File: src/rtl/uart_baud_gen_frac.sv
// uart_baud_gen_frac
// Fractional baud-rate generator feeding the UART RX/TX FSMs. It produces an
// oversample strobe (sample_tick) and a per-bit strobe (bit_tick) from a
// run-time loadable {integer, fraction} divisor.
// The divisor is double-buffered: div_load writes a shadow copy. The shadow
// becomes active only at a tick boundary, while the generator is disabled,
// or on sync. A tick period is therefore never split.
// Build option: define BAUD_FRAC_EN to include the fractional accumulator.
// Without it, div_frac is ignored and every period is max(div_int,1) cycles.
module uart_baud_gen_frac #(
  parameter int SYS_FREQ   = 100000000,
  parameter int BAUD_RATE  = 38400,
  parameter int OVERSAMPLE = 16,
  parameter int DIV_W      = 16,
  parameter int FRAC_W     = 4
) (
  input  logic                    clk,
  input  logic                    reset,
  input  logic                    enable,
  input  logic                    div_load,
  input  logic [DIV_W-1:0]        div_int,
  input  logic [FRAC_W-1:0]       div_frac,
  input  logic                    sync,
  output logic                    sample_tick,
  output logic                    bit_tick,
  output logic [DIV_W+FRAC_W-1:0] div_active
);

  localparam int PH_W = (OVERSAMPLE > 2) ? $clog2(OVERSAMPLE) : 1;
  localparam logic [63:0] DEN        = 64'(BAUD_RATE) * 64'(OVERSAMPLE);
  localparam logic [63:0] DEF_INT_L  = 64'(SYS_FREQ) / DEN;
  localparam logic [DIV_W-1:0] DEF_INT_RAW = DEF_INT_L[DIV_W-1:0];
  // A zero divisor would never wrap, so it is clamped to one cycle.
  localparam logic [DIV_W-1:0] DEF_INT =
      (DEF_INT_RAW == {DIV_W{1'b0}}) ? {{(DIV_W-1){1'b0}}, 1'b1} : DEF_INT_RAW;
  localparam logic [DIV_W:0]   ONE_W   = {{DIV_W{1'b0}}, 1'b1};
  localparam logic [PH_W-1:0]  PH_LAST = PH_W'(OVERSAMPLE - 1);
  localparam logic [PH_W-1:0]  PH_ONE  = {{(PH_W-1){1'b0}}, 1'b1};

  logic [DIV_W:0]    cnt_r;
  logic [DIV_W:0]    lim_s;
  logic [PH_W-1:0]   phase_r;
  logic [DIV_W-1:0]  int_active_r;
  logic [DIV_W-1:0]  int_shadow_r;
  logic [DIV_W-1:0]  int_load_s;
  logic              pend_r;
  logic              wrap_s;
  logic              apply_s;
  logic              carry_s;

`ifdef BAUD_FRAC_EN
  localparam logic [63:0] DEF_FRAC_L =
      ((64'(SYS_FREQ) << FRAC_W) / DEN) % (64'd1 << FRAC_W);
  localparam logic [FRAC_W-1:0] DEF_FRAC = DEF_FRAC_L[FRAC_W-1:0];

  logic [FRAC_W-1:0] acc_r;
  logic [FRAC_W-1:0] frac_active_r;
  logic [FRAC_W-1:0] frac_shadow_r;
  logic [FRAC_W:0]   acc_sum_s;

  // Fractional accumulator sum; its MSB lengthens the current period by one cycle.
  always_comb begin
    acc_sum_s = {1'b0, acc_r} + {1'b0, frac_active_r};
    carry_s   = acc_sum_s[FRAC_W];
  end
`else
  logic frac_unused_s;
  assign frac_unused_s = ^div_frac;
  assign carry_s       = 1'b0;
`endif

  // Period limit, wrap detection and divisor apply point.
  always_comb begin
    lim_s = {1'b0, int_active_r} - ONE_W + {{DIV_W{1'b0}}, carry_s};
    if (div_int == {DIV_W{1'b0}}) begin
      int_load_s = {{(DIV_W-1){1'b0}}, 1'b1};
    end else begin
      int_load_s = div_int;
    end
    // >= rather than == so that a smaller divisor applied while cnt is held
    // (enable low) still wraps at once instead of running away.
    wrap_s  = enable && !sync && (cnt_r >= lim_s);
    apply_s = wrap_s || !enable || sync;
  end

  // Tick counter, bit phase and the registered strobes.
  always_ff @(posedge clk or posedge reset) begin
    if (reset) begin
      cnt_r       <= {(DIV_W+1){1'b0}};
      phase_r     <= {PH_W{1'b0}};
      sample_tick <= 1'b0;
      bit_tick    <= 1'b0;
    end else if (sync) begin
      cnt_r       <= {(DIV_W+1){1'b0}};
      phase_r     <= {PH_W{1'b0}};
      sample_tick <= 1'b0;
      bit_tick    <= 1'b0;
    end else if (wrap_s) begin
      cnt_r       <= {(DIV_W+1){1'b0}};
      sample_tick <= 1'b1;
      bit_tick    <= (phase_r == PH_LAST);
      phase_r     <= (phase_r == PH_LAST) ? {PH_W{1'b0}} : phase_r + PH_ONE;
    end else if (enable) begin
      cnt_r       <= cnt_r + ONE_W;
      sample_tick <= 1'b0;
      bit_tick    <= 1'b0;
    end else begin
      sample_tick <= 1'b0;
      bit_tick    <= 1'b0;
    end
  end

  // Integer divisor: shadow capture, pending flag and apply to active.
  always_ff @(posedge clk or posedge reset) begin
    if (reset) begin
      int_active_r <= DEF_INT;
      int_shadow_r <= DEF_INT;
      pend_r       <= 1'b0;
    end else if (div_load) begin
      int_shadow_r <= int_load_s;
      if (apply_s) begin
        int_active_r <= int_load_s;
        pend_r       <= 1'b0;
      end else begin
        pend_r       <= 1'b1;
      end
    end else if (apply_s && pend_r) begin
      int_active_r <= int_shadow_r;
      pend_r       <= 1'b0;
    end
  end

`ifdef BAUD_FRAC_EN
  // Fractional divisor registers (same apply rules as the integer part) and the accumulator.
  always_ff @(posedge clk or posedge reset) begin
    if (reset) begin
      frac_active_r <= DEF_FRAC;
      frac_shadow_r <= DEF_FRAC;
      acc_r         <= {FRAC_W{1'b0}};
    end else begin
      if (wrap_s) begin
        acc_r <= acc_sum_s[FRAC_W-1:0];
      end
      if (div_load) begin
        frac_shadow_r <= div_frac;
        if (apply_s) begin
          frac_active_r <= div_frac;
        end
      end else if (apply_s && pend_r) begin
        frac_active_r <= frac_shadow_r;
      end
    end
  end

  assign div_active = {int_active_r, frac_active_r};
`else
  assign div_active = {int_active_r, {FRAC_W{1'b0}}};
`endif

endmodule

File: config.mk
export PLATFORM = sky130hd
export DESIGN_NAME = uart_baud_gen_frac
export DESIGN_NICKNAME = d
export VERILOG_FILES = /design/src/rtl/uart_baud_gen_frac.sv
export SDC_FILE = /design/constraint.sdc
export NUM_CORES = 1
export LEC_CHECK = 0
export BUFFER_PORTS_ARGS = -buffer_cell sky130_fd_sc_hd__buf_4
export CORE_MARGIN = 2
export CORE_UTILIZATION = 48
export DETAILED_ROUTE_END_ITERATION = 6
export GPL_ROUTABILITY_DRIVEN = 0
export PLACE_DENSITY_LB_ADDON = 0.25
export SYNTH_ARGS = -nofsm -noshare
export SYNTH_HDL_FRONTEND = slang
export SYNTH_SLANG_ARGS = --single-unit
File: constraint.sdc
create_clock -name clk -period 5.1 [get_ports clk]
set_input_delay 1.02 -clock clk [delete_from_list [all_inputs] [get_ports clk]]
set_output_delay 1.02 -clock clk [all_outputs]
set_load 0.005 [all_outputs]
==> metrics.cfg <==
[run_status]
outcome = completed

[sta]
slew_viol_final = 0
hold_violations = 0
grt_setup_unrepaired = false
worst_clock_skew_ns = 0.00548
period_share = 0.807
relSlewSlack = 0.330
setup_tns_ns = 0
period_minus_slack_ns = 4.11
finalSetupViolCount = 0
worstMarginPinSlew_ns = 1.00
fmax_mhz = 243

[detailed_routing]
ant_nets = 0
wirelength_um = 6600
dr.pass1.iters = 4
drt-initial-drc-count = 144
vias = 2465
via_per_inst = 5.86
wire_per_inst_um = 15.7
drc_errors = 0

[cells_and_area]
area_growth_pct = 13.6
nets = 385
nFillCells = 592
n_antenna_cell = 0
drive_above_1_share = 0.299

[power_and_ir_drop]
p_int_mw = 0.727
ir_worst_vdd_uv = 150
sequentialPowerShare = 0.528
p_leak_nw = 1.67
cellPowerDensity_nw_per_um2 = 272
switching_share = 0.281
p_total_mw = 1.01
comb_power_share = 0.220
pwr-share-clk = 0.252
power_switching_mw = 0.285

[floorplan]
die_h_um = 86.6
ios = 47
fp.coreArea_um2 = 6680
die_x_um = 86.6
row_count = 30
initial_core_util = 0.490
die-area_um2 = 7490

[synth]
yosys-top-cells-area = dfrtp_1, ha_1, mux2_2
postSynthCellCount = 300
synth_top_area_frac = 0.382
netlist_area_um2 = 3270
async_flop_share = 1.00
ys_top_cells_by_count = dfrtp_1, nand2_1, mux2_2, ha_1
synth-edff-count = 0
ys.flop_type = dfrtp_1
synth-seq-area-share = 0.431
yosysWarnings = 0
synth.most_common_cell = dfrtp_1
synth.distinct_cells = 55
yosysTopAreaCell = dfrtp_1
ys_seq_elements = 56
avgSynthCellArea_um2 = 10.9

[setup_path]
startpoint_type = flop
crit_start = int_active_r[2]$_DFFE_PP0P_
endpoint = int_active_r[3]$_DFFE_PP0P_
crit_arrival_ns = 4.31
reg2reg_to = int_active_r[3]$_DFFE_PP0P_
rr_worst_depth = 12
crit_path_end_kind = flop
worst-setup-path-type = flop to flop
rrSetupSlack_ns = 0.99
worstPathRequired_ns = 5.30
timing.rr.start = int_active_r[2]$_DFFE_PP0P_
worstPathCellList = nor4_1 > nand2_1 > or2_4 > or3_4 > or3_1 > ha_1 > a21oi_1 > o21ai_0 > or2_2 > o21ai_4 > buf_4 > mux2_4
cp_max_fo = 10
slowest_stage = dfrtp_1
slowest_delay_ns = 0.46

[clocking]
cts_tree = built
path_clk_slew_ns = 0.10
cts_sinks = 56
cts_post_setup_buffers_inserted = 0
clock_path_buffers = 2
root_buffer = clkbuf_8
numCtsBuffers = 5
clk_latency_ns = 0.31
holdBufCountCts = 0
cts.htree.levels = 2
cts-resized-gates = 0

[global_routing]
grt.overflow.total = 0
grt_pass1_wl_um = 11400
groute.usage.overall = 0.190
grt_max_degree = 57
antenna_found_initial = 0
grt_pass1_vias = 2381

[run]
cap_violations = 0

[placement]
portBuffers = 38
hpwlAfterDp_um = 4790

[min_path]
hold_path_class = flop to flop

[flip-flops by register name (all words and copies together), names as in the netlist]
name,flops
pend_r,1
phase_r,4
int_active_r,16
bit_tick,1
sample_tick,1
cnt_r,17
int_shadow_r,16
[placed cells by master, fill, tap and decap left out, drive strengths merged, types with 6 or more instances in the layout]
cell    netlist  routed
nor3          9       9
nor4          8       8
nand4         9       9
dfstp         6       6
buf           7      43
xnor2         8       8
ha           20      20
o311ai        8       8
xor2          6       6
nand3        12      12
dfrtp        50      50
mux2         32      32
nand2        26      26
inv           9       9
o21ai         7       7
clkbuf        6       7
nor2         12      12
[logic make-up (layout without fill, tap and decap cells)]
kind of cell | after synthesis | in the layout | share of synthesized area
AOI/OAI and AO/OA | 44 | 44 | 0.110
xor gates and xnor gates | 14 | 14 | 0.0375
adders and majority gates | 20 | 20 | 0.0765
buffers and inverters | 22 | 60 | 0.0356
DFF | 56 | 56 | 0.431
muxes | 36 | 36 | 0.134
other | 1 | 4 | 0.00115
and+or+nand+nor | 107 | 107 | 0.175
[power groups by stage]
stage | clock (mW) | sequential [mW] | combinational, mW
floorplan | 0 | 0.534 | 0.145
global placement | 0 | 0.542 | 0.220
detailed placement | 0 | 0.544 | 0.226
CTS | 0.260 | 0.536 | 0.227
global route | 0.278 | 0.543 | 0.251
finish | 0.255 | 0.535 | 0.223
[through the flow]
step	setup WS, ns	instance area [um2]	hold slack, ns	instances	util
2_1_floorplan	1.50	3280	0.469	303	-
3_3_place_gp	1.07	3620	0.480	413	0.542
3_5_place_dp	0.987	3620	0.488	413	0.542
4_1_cts	0.932	3720	0.511	421	0.556
5_1_grt	0.732	3720	0.520	421	0.556
6_report	0.986	3720	0.505	421	0.556
[worst min-delay path by stage]
stage	start	endpoint	slack [ns]	cells after the start
final	int_shadow_r[11]$_DFFE_PP0P_	int_shadow_r[11]$_DFFE_PP0P_	0.51	1
after global routing	int_shadow_r[11]$_DFFE_PP0P_	int_shadow_r[11]$_DFFE_PP0P_	0.52	1
after CTS	int_shadow_r[11]$_DFFE_PP0P_	int_shadow_r[11]$_DFFE_PP0P_	0.51	1
after detailed placement	int_shadow_r[11]$_DFFE_PP0P_	int_shadow_r[11]$_DFFE_PP0P_	0.49	1
after global placement	int_shadow_r[11]$_DFFE_PP0P_	int_shadow_r[11]$_DFFE_PP0P_	0.48	1
after floorplan	int_shadow_r[10]$_DFFE_PP0P_	int_shadow_r[10]$_DFFE_PP0P_	0.47	1
[area by class of cell]
class,instances,area (um2),share of cell area
clock buffers,7,86.3,0.0232
inverters,9,33.8,0.00909
clock inverters,1,7.51,0.00202
well taps,80,100,0.0269
flip-flops and latches,56,1410,0.379
repair buffers,43,323,0.0868
multi-input cells,225,1760,0.473
[layer usage]
layer  vias to the layer above  GRT usage  share of wire
met5                         -          0              0
met4                         0     0.0341         0.0050
met3                         4     0.0324          0.041
met2                        60      0.324           0.49
met1                      1214      0.260           0.46
li1                       1187          -              -
[critical path, delay by kind of cell (launching register included)]
family,cells,cell delay [ns]
compound gates,3,0.68
fa+ha+maj,1,0.31
buf+inv,1,0.28
flops,1,0.46
mux,1,0.31
simple gates,6,1.95
No activity file was read; power rests on OpenSTA's default activity.
